$ cat config.mk
export PLATFORM = sky130hd
export DESIGN_NAME = cdr_strobe_gen_flat
export DESIGN_NICKNAME = d
export VERILOG_FILES = /design/src/rtl/cdr_strobe_gen_pkg.sv /design/src/rtl/cdr_strobe_gen_if.sv /design/src/rtl/cdr_strobe_gen_lock_mon.sv /design/src/rtl/cdr_strobe_gen.sv /design/src/flat_wrapper.sv
export SDC_FILE = /design/constraint.sdc
export NUM_CORES = 1
export LEC_CHECK = 0
export BUFFER_PORTS_ARGS = -buffer_cell sky130_fd_sc_hd__buf_2
export CAP_MARGIN = 15
export CORE_ASPECT_RATIO = 1.1
export CORE_UTILIZATION = 52
export CTS_CLUSTER_DIAMETER = 150
export DETAILED_ROUTE_END_ITERATION = 10
export PLACE_DENSITY = 0.78
export SLEW_MARGIN = 20
export SYNTH_ARGS = -nofsm -noshare
export SYNTH_HDL_FRONTEND = slang
export SYNTH_SLANG_ARGS = --single-unit
$ cat constraint.sdc
create_clock -name i_clk -period 2.9 [get_ports i_clk]
set_input_delay 0 -clock i_clk [delete_from_list [all_inputs] [get_ports i_clk]]
set_output_delay 0 -clock i_clk [all_outputs]
set_load 0.1 [all_outputs]
$ cat src/rtl/cdr_strobe_gen_pkg.sv
// Shared widths, tap indices and limits for the CDR strobe generator.
// Pure declarations; no logic, no latency, no backpressure.
package cdr_pkg;
    localparam int CNT_W            = 6;
    localparam int N_TAPS_DEF       = 3;
    localparam int LOCK_PERIODS_DEF = 8;
    localparam int MIN_PERIOD       = 2;

    localparam int TAP_EARLY = 0;
    localparam int TAP_MID   = 1;
    localparam int TAP_LATE  = 2;

    typedef logic [CNT_W-1:0] cnt_t;
endpackage

$ cat src/rtl/cdr_strobe_gen_if.sv
// Configuration, slip requests and strobe outputs of the CDR strobe generator.
// Plain wires; no latency, no backpressure (strobes are fire-and-forget pulses).
interface cdr_strobe_gen_if #(
    parameter int CNT_W  = cdr_pkg::CNT_W,
    parameter int N_TAPS = cdr_pkg::N_TAPS_DEF
);
    logic                      i_enable;
    logic                      i_tick;
    logic [CNT_W-1:0]          i_period;
    logic [N_TAPS*CNT_W-1:0]   i_tap_off;
    logic [CNT_W-1:0]          i_pd_off;
    logic                      i_adv;
    logic                      i_ret;
    logic [N_TAPS-1:0]         o_tap_en;
    logic                      o_pd_en;
    logic                      o_boundary;
    logic [CNT_W-1:0]          o_period_act;
    logic                      o_locked;

    modport master (
        output i_enable, i_tick, i_period, i_tap_off, i_pd_off, i_adv, i_ret,
        input  o_tap_en, o_pd_en, o_boundary, o_period_act, o_locked
    );

    modport slave (
        input  i_enable, i_tick, i_period, i_tap_off, i_pd_off, i_adv, i_ret,
        output o_tap_en, o_pd_en, o_boundary, o_period_act, o_locked
    );
endinterface

$ cat src/rtl/cdr_strobe_gen_lock_mon.sv
// Saturating count of slip-free period wraps; o_locked once LOCK_PERIODS reached.
// Latency: o_locked updates the clock after a wrap; no backpressure.
module cdr_lock_mon #(
    parameter int LOCK_PERIODS = cdr_pkg::LOCK_PERIODS_DEF
) (
    input  logic i_clk,
    input  logic i_rst,
    input  logic i_clr,
    input  logic i_wrap,
    input  logic i_slip,
    output logic o_locked
);
    import cdr_pkg::*;

    localparam int              LC_W   = $clog2(LOCK_PERIODS + 1);
    localparam logic [LC_W-1:0] LC_MAX = LC_W'(LOCK_PERIODS);

    logic [LC_W-1:0] r_cnt;

    always_ff @(posedge i_clk) begin
        if (!i_rst || i_clr) begin
            r_cnt <= '0;
        end else if (i_wrap) begin
            if (i_slip)
                r_cnt <= '0;
            else if (r_cnt < LC_MAX)
                r_cnt <= r_cnt + LC_W'(1);
        end
    end

    assign o_locked = (r_cnt >= LC_MAX);
endmodule

$ cat src/rtl/cdr_strobe_gen.sv
// Symbol-period counter producing tap strobes, PD enable and boundary pulse with slip/lock.
// Latency: all strobes one clock after the tick that matches; no backpressure.
module cdr_strobe_gen #(
    parameter int CNT_W        = cdr_pkg::CNT_W,
    parameter int N_TAPS       = cdr_pkg::N_TAPS_DEF,
    parameter int LOCK_PERIODS = cdr_pkg::LOCK_PERIODS_DEF
) (
    input logic             i_clk,
    input logic             i_rst,
    cdr_strobe_gen_if.slave bus
);
    import cdr_pkg::*;

    localparam logic [CNT_W-1:0] PERIOD_MIN = CNT_W'(MIN_PERIOD);

    logic [CNT_W-1:0]  r_cnt;
    logic [CNT_W-1:0]  r_period_act;
    logic              r_adv_pend;
    logic              r_ret_pend;
    logic              r_ret_hold;
    logic              r_boundary;
    logic              r_pd_en;
    logic [N_TAPS-1:0] r_tap_en;

    logic [CNT_W-1:0]  w_period_clamped;
    logic [CNT_W-1:0]  w_term_cnt;
    logic [N_TAPS-1:0] w_tap_hit;
    logic              w_clear;
    logic              w_term;
    logic              w_eff_adv;
    logic              w_eff_ret;
    logic              w_decide;
    logic              w_hold_start;
    logic              w_wrap;
    logic              w_slip;
    logic              w_strobe_ok;

    assign w_clear          = !i_rst || !bus.i_enable;
    assign w_period_clamped = (bus.i_period < PERIOD_MIN) ? PERIOD_MIN : bus.i_period;
    assign w_term_cnt       = r_period_act - CNT_W'(1);
    assign w_term           = (r_cnt == w_term_cnt);
    // Opposite requests cancel each other at the wrap.
    assign w_eff_adv        = r_adv_pend & ~r_ret_pend;
    assign w_eff_ret        = r_ret_pend & ~r_adv_pend;
    // The first terminal tick decides the slip; a retard then stays on terminal one more tick.
    assign w_decide         = bus.i_tick & w_term & ~r_ret_hold;
    assign w_hold_start     = w_decide & w_eff_ret;
    assign w_wrap           = bus.i_tick & w_term & (r_ret_hold | ~w_eff_ret);
    assign w_slip           = w_wrap & (r_ret_hold | w_eff_adv);
    assign w_strobe_ok      = bus.i_tick & ~r_ret_hold;

    for (genvar k = 0; k < N_TAPS; k++) begin : g_tap
        assign w_tap_hit[k] = (r_cnt == bus.i_tap_off[k*CNT_W +: CNT_W]);
    end

    always_ff @(posedge i_clk) begin
        if (w_clear) begin
            r_cnt        <= '0;
            r_period_act <= w_period_clamped;
            r_adv_pend   <= 1'b0;
            r_ret_pend   <= 1'b0;
            r_ret_hold   <= 1'b0;
            r_boundary   <= 1'b0;
            r_pd_en      <= 1'b0;
            r_tap_en     <= '0;
        end else begin
            r_adv_pend <= (r_adv_pend & ~w_decide) | bus.i_adv;
            r_ret_pend <= (r_ret_pend & ~w_decide) | bus.i_ret;
            r_ret_hold <= w_hold_start | (r_ret_hold & ~w_wrap);
            r_boundary <= w_wrap;
            r_pd_en    <= w_strobe_ok & (r_cnt == bus.i_pd_off);
            r_tap_en   <= w_tap_hit & {N_TAPS{w_strobe_ok}};
            if (w_wrap) begin
                r_cnt        <= (w_eff_adv & ~r_ret_hold) ? CNT_W'(1) : '0;
                r_period_act <= w_period_clamped;
            end else if (bus.i_tick && !w_term) begin
                r_cnt <= r_cnt + CNT_W'(1);
            end
        end
    end

    cdr_lock_mon #(
        .LOCK_PERIODS (LOCK_PERIODS)
    ) u_lock_mon (
        .i_clk    (i_clk),
        .i_rst    (i_rst),
        .i_clr    (!bus.i_enable),
        .i_wrap   (w_wrap),
        .i_slip   (w_slip),
        .o_locked (bus.o_locked)
    );

    assign bus.o_tap_en     = r_tap_en;
    assign bus.o_pd_en      = r_pd_en;
    assign bus.o_boundary   = r_boundary;
    assign bus.o_period_act = r_period_act;
endmodule

$ cat src/flat_wrapper.sv
// flat-port wrapper written by rule: the top's interface ports become plain ports
module cdr_strobe_gen_flat import cdr_pkg::*;
#(
    parameter int CNT_W        = cdr_pkg::CNT_W,
    parameter int N_TAPS       = cdr_pkg::N_TAPS_DEF,
    parameter int LOCK_PERIODS = cdr_pkg::LOCK_PERIODS_DEF
)
  (i_clk, i_rst, bus_i_enable, bus_i_tick, bus_i_period, bus_i_tap_off, bus_i_pd_off, bus_i_adv, bus_i_ret, bus_o_tap_en, bus_o_pd_en, bus_o_boundary, bus_o_period_act, bus_o_locked);
  cdr_strobe_gen_if #(.CNT_W(CNT_W), .N_TAPS(N_TAPS)) bus_i ();
  input logic i_clk;
  input logic i_rst;
  input wire logic [$bits(bus_i.i_enable)-1:0] bus_i_enable;
  input wire logic [$bits(bus_i.i_tick)-1:0] bus_i_tick;
  input wire logic [$bits(bus_i.i_period)-1:0] bus_i_period;
  input wire logic [$bits(bus_i.i_tap_off)-1:0] bus_i_tap_off;
  input wire logic [$bits(bus_i.i_pd_off)-1:0] bus_i_pd_off;
  input wire logic [$bits(bus_i.i_adv)-1:0] bus_i_adv;
  input wire logic [$bits(bus_i.i_ret)-1:0] bus_i_ret;
  output wire logic [$bits(bus_i.o_tap_en)-1:0] bus_o_tap_en;
  output wire logic [$bits(bus_i.o_pd_en)-1:0] bus_o_pd_en;
  output wire logic [$bits(bus_i.o_boundary)-1:0] bus_o_boundary;
  output wire logic [$bits(bus_i.o_period_act)-1:0] bus_o_period_act;
  output wire logic [$bits(bus_i.o_locked)-1:0] bus_o_locked;
  assign bus_i.i_enable = bus_i_enable;
  assign bus_i.i_tick = bus_i_tick;
  assign bus_i.i_period = bus_i_period;
  assign bus_i.i_tap_off = bus_i_tap_off;
  assign bus_i.i_pd_off = bus_i_pd_off;
  assign bus_i.i_adv = bus_i_adv;
  assign bus_i.i_ret = bus_i_ret;
  assign bus_o_tap_en = bus_i.o_tap_en;
  assign bus_o_pd_en = bus_i.o_pd_en;
  assign bus_o_boundary = bus_i.o_boundary;
  assign bus_o_period_act = bus_i.o_period_act;
  assign bus_o_locked = bus_i.o_locked;
  cdr_strobe_gen #(.CNT_W(CNT_W), .N_TAPS(N_TAPS), .LOCK_PERIODS(LOCK_PERIODS)) u_core (.i_clk(i_clk), .i_rst(i_rst), .bus(bus_i));
endmodule
## Word level (Yosys, flattened, before mapping)

Cells that the tools add are included.

- Mux-type cells: 8
- Bitwise operators: 25
- Reduce and logical (&&, ||, !) cells: 9
- Eq/ne operators: 5
- $lt $le $gt $ge: 3
- Add/sub/neg operators: 3

Operator list:

| operator | number |
|---|---|
| $eq A6 B6 Y1 | 5 |
| $mux W6 | 5 |
| $and A1 B1 Y1 | 13 |
| $mux W4 | 2 |
| $add A6 B1 Y6 const B | 1 |
| $lt A6 B2 Y1 const B | 1 |
| $not A1 Y1 | 6 |
| $reduce_bool A2 Y1 | 3 |
| $sub A6 B1 Y6 const B | 1 |
| $or A1 B1 Y1 | 5 |
| $add A4 B1 Y4 const B | 1 |
| $ge A4 B4 Y1 const B | 1 |
| $lt A4 B4 Y1 const B | 1 |
| $and A3 B3 Y3 | 1 |
| $logic_not A1 Y1 | 3 |
| $reduce_and A2 Y1 | 1 |
| $logic_and A1 B1 Y1 | 1 |
| $logic_or A1 B1 Y1 | 1 |
| $mux W1 | 1 |

- Output and inout bits: 12
- Word-level logic and storage cells: 62
- Input port bits: 36
- Register bits: 24

## Depth between registers and ports, before layout

- Word-level depth: 8
- Mapped depth: 8
- Depth with buffers taken out: 7

## Hierarchy

Synthesis repeated with hierarchy kept, for this count alone.

- Cell total of the unflattened synthesis: 175
- Area total of the unflattened synthesis: 1526.5 µm²

By module, submodules not included:

| module | area each (µm²) | instances | sequential area each (µm²) | cells each |
|---|---|---|---|---|
| cdr_strobe_gen | 1306.3 | 1 | 460.4 | 149 |
| cdr_lock_mon | 220.2 | 1 | 80.1 | 26 |

## Worst setup path before layout

Ideal clock, no wire load.

- Path kind: register -> register
- Start: reg u_core.r_period_act[0], in the netlist u_core.bus.o_period_act[0]
- End: reg u_core.r_period_act[0], in the netlist u_core.bus.o_period_act[0], enable pin
- Path buffers: 0
- Stages on the path, launching flop included: 8
- Setup slack: -0.114 ns
- Required time: 2.543 ns
- Arrival time: 2.658 ns
- Library setup time: 0.357 ns
- Cells stage by stage: edfxtp_1 inv_1 ha_1 nor2b_1 or3_4 a31oi_4 nand3_1 o21ai_1

- Word-level cells in the longest chain between the ends: 5

Ends and longest elaborated chain:

| what | RTL line | text |
|---|---|---|
| start, declared | cdr_strobe_gen.sv:17 | `logic [CNT_W-1:0] r_period_act;` |
| start signal, assigned | cdr_strobe_gen.sv:59 | `r_period_act <= w_period_clamped;` |
| start signal, assigned | cdr_strobe_gen.sv:75 | `r_period_act <= w_period_clamped;` |
| $sub A6 B1 Y6 | cdr_strobe_gen.sv:40 | `assign w_term_cnt = r_period_act - CNT_W'(1);` |
| $eq A6 B6 Y1 | cdr_strobe_gen.sv:41 | `assign w_term = (r_cnt == w_term_cnt);` |
| $and A1 B1 Y1 (2 in a row) | cdr_strobe_gen.sv:48 | `assign w_wrap = bus.i_tick & w_term & (r_ret_hold \| ~w_eff_ret);` |
| $reduce_bool A2 Y1 (no line) | n/a |  |

Every way passes these cells.
A chain may end at the register's enable or synchronous reset.

## Worst setup path in the final report

- Start: reg u_core.r_period_act[0], in the netlist u_core.bus.o_period_act[0]
- End: reg u_core.r_period_act[5], in the netlist u_core.bus.o_period_act[5], enable pin

Same word-level chain as after synthesis.

==> key figures <==
Die
  • Top Ports: 48
  • Die Width: around 56 µm
  • Core ar.: 3074 µm²
  • Die area: between 3000 and 4000 µm²
  • Die H: roughly 60 µm
  • # rows: 21
  • Initial Utilization: 0.5499

Global route
  • GR Overflow Total: 0
  • Initial antenna violation count: 0
  • First-pass GRT wire length: just over 6 mm
  • Vias in the first global route: 1418
  • Largest net degree at the start of global routing: 20
  • Gr usage total: 0.2288

Critical path
  • Crit path capture type: flop
  • Req. time, crit path: 2.92 ns
  • Setup crit start kind: flop
  • Crit path max fanout: 10
  • Kind of critical path: reg -> reg
  • Critical Path AT: 2.39 ns

STA
  • Final hold vios: 0
  • Unrepaired setup endpoints after global routing: no
  • Slew @ Worst Pin: between 0.4 and 0.5 ns
  • Max Slew Vio Count: 0
  • Tmin final: 2.366 ns
  • Worst clock skew: 0.005490 ns
  • Final Cycle Share: 0.8160
  • Final setup TNS: 0 ns
  • Final setup vio count: 0
  • Fmax: 422.6 MHz
  • Max-slew headroom: 0.6749

Logic synthesis
  • Synth Area in Compound Gates: 0.1480
  • Synth Flop Type: dfxtp_1
  • Post-synth cell types: 48
  • Adder-Cell Fraction of Synth Area: 0.02961
  • Ys Warns: 0
  • Synthesized area per cell: 9.039 µm²
  • Register area share after synthesis: 0.3198
  • Async S/R FF share, synth: 0
  • Synth Area in XOR/XNOR: 0.1688
  • EDFF count, synth: 6
  • Post-Synth Simple-Gate Area: 0.2346
  • Mapped Area: ~1700 µm²
  • Post-synthesis mux area share: 0.01776
  • Gate Count Post-Synth: 187
  • Post-Syn Nets: ~230
  • Largest family of logic cells by synthesized area: simple AND/OR/NAND/NOR gates
  • #FFs+latches synth: 24

Route
  • Antenna-violating nets left: 0
  • Avg WL per Cell: 14.12 µm
  • # DRC: 0
  • Detailed Route WL: 3.926 mm
  • Vias: 1540
  • First drt pass iteration count: 4
  • Vias per cell: 5.540
  • Iteration-0 DRC Markers: 55

Placement
  • Gpl congestion: 0.8768
  • Port bufs: 47
  • Hpwl dp: approximately 2.8 mm
  • Cell area after placement: between 1500 and 2000 µm²

Clock network
  • CTS root buffer: clkbuf_4
  • Clock Path Buffers: 2
  • # Post-CTS Setup Buffers: 0
  • Htree depth: 1
  • TritonCTS clock tree: done
  • Post-CTS Resized: 0
  • Clock Latency Late Sink: 0.31 ns
  • Clock Sinks: 24
  • TritonCTS Buffers: 3
  • Clock-pin transition on the worst setup and hold timing paths: around 0.14 ns

Cells and area
  • Antenna cells: 0
  • Layout cells sized above 1: 0.2746
  • Finished Core Util: 0.6968
  • Layout Area Growth over Synthesis: 26.72%
  • Total Nets Final: 285
  • Design Area, Final: between 2000 and 2500 µm²

Power and ir drop
  • Switch share: 0.2871
  • Worst vdd ir: 0.3496 mV
  • Power consumption: around 790 µW
  • Clock Power Share: 0.301
  • NetSw: approximately 230 µW
  • Pleak: 0.0008784 µW
  • Internal: around 570 µW
  • Flop pwr share: 0.455
  • Logic pwr share: 0.244
  • Power density over cell area: 370.7 nW/µm²

Min path
  • Worst hold path class: in -> reg

Run status
  • Status: complete, no violations

Job
  • Max-cap violations: 0
==> path summary, 6_finish.rpt <==
kind                         startpoint                          to  slack (ns)  depth (start not counted)
min reg2reg  u_core.u_lock_mon.r_cnt[1]  u_core.u_lock_mon.r_cnt[1]        0.51                          2
max reg2reg  u_core.bus.o_period_act[0]  u_core.bus.o_period_act[5]        0.53                          7
min                     bus_i_pd_off[2]          u_core.bus.o_pd_en        0.01                          3
max          u_core.bus.o_period_act[0]  u_core.bus.o_period_act[5]        0.53                          7
==> per-stage QoR <==
stage	worst slack, ns	cells	hold slack [ns]
2_1_floorplan	0.01597	187	0.1667
3_3_place_gp	0.6146	256	0.1943
3_5_place_dp	0.5770	256	0.1962
4_1_cts	0.5491	276	0.004924
5_1_grt	0.4296	278	0.001617
6_report	0.5337	278	0.01118
==> placed cells by master, fill, tap and decap left out, types with 2 or more instances in the layout <==
cell type      instances
inv_1                  8
nand4_1               14
or2_2                  2
buf_2                 47
nand2_1                7
nor2b_1                3
nor4_1                 5
o22ai_1                3
a31oi_1                5
edfxtp_1               6
dfxtp_1               18
mux2i_1                3
o21ai_1                2
nor3_1                 2
a21oi_1                6
dlygate4sd3_1         18
clkbuf_4               3
nand2b_1               5
xnor2_1               18
o21ai_0                4
buf_4                  5
nand3_1                5
ha_1                   4
xnor2_2                2
and2_1                 5
a31o_1                 2
o31ai_1                2
xor2_1                 9
nor2_1                10
==> final cells by class <==
cell class | count | area, µm²
multi-input cells | 138 | 1023
fillers | 234 | 932.1
flip-flops and latches | 24 | 540.5
repair buffers | 70 | 452.9
well taps | 34 | 42.54
clock inverters | 1 | 30.03
inverters | 8 | 30.03
clock buffers | 3 | 22.52
==> sequential cells by signal, indices dropped and copies added (netlist names) <==
signal and count:
u_core.r_cnt 6, u_core.bus.o_boundary 1, u_core.u_lock_mon.r_cnt 4, u_core.r_adv_pend 1, u_core.r_ret_hold 1, u_core.bus.o_tap_en 3
u_core.bus.o_pd_en 1, u_core.r_ret_pend 1, u_core.bus.o_period_act 6
==> logic make-up after synthesis <==
| logic type | count (synthesis) |
|---|---|
| AOI/OAI and AO/OA | 34 |
| xor gates and xnor gates | 30 |
| buffers and inverters | 25 |
| adders and majority gates | 4 |
| muxes | 3 |
| DFF | 24 |
| and+or+nand+nor | 67 |
==> routing by layer <==
metal	part of all wire	GRT usage	up-vias
met1	0.42	0.2602	696
met3	0.043	0.03106	11
li1	-	-	782
met4	0.023	0.1324	0
met2	0.51	0.4235	51
met5	0	0	-
==> critical path: stages, from the launching register on <==
cell	delay, ns
edfxtp_1	0.46
inv_1	0.07
ha_1	0.23
nor2b_1	0.14
or3_4	0.39
a31oi_4	0.31
nand3_1	0.22
o21ai_4	0.26
==> cells in the mapped netlist (all sizes together), types with 3 or more instances <==
cell,instances,area [µm²]
dfxtp,18,360.4
and2,5,31.28
nor3,3,26.28
nand4,14,87.58
a31oi,6,52.55
nand3,5,25.02
nor2,10,37.54
o21ai,7,35.03
nor2b,3,18.77
mux2i,3,30.03
inv,8,30.03
nor4,6,43.79
a21oi,6,30.03
o22ai,3,18.77
nand2b,5,31.28
xor2,10,95.10
buf,9,77.57
xnor2,20,190.2
nand2,7,26.28
edfxtp,6,180.2
ha,4,50.05
clkbuf,8,30.03
==> power groups by stage <==
| stage | logic [µW] | clock network [µW] | registers, µW |
|---|---|---|---|
| 4_1_cts | 192 | 244 | 362 |
| 6_report | 193 | 239 | 362 |
| 5_1_grt | 207 | 262 | 363 |
| 3_5_place_dp | 178 | 0 | 369 |
| 2_1_floorplan | 91.6 | 0 | 412 |
| 3_3_place_gp | 175 | 0 | 369 |
==> timing repair <==
item | in CTS | in global routing
hold buffers | 16 | 2
hold endpoints to repair | 11 | 1
endpoints found under the setup margin | 0 | 0
(Power assumes the default switching activity.)
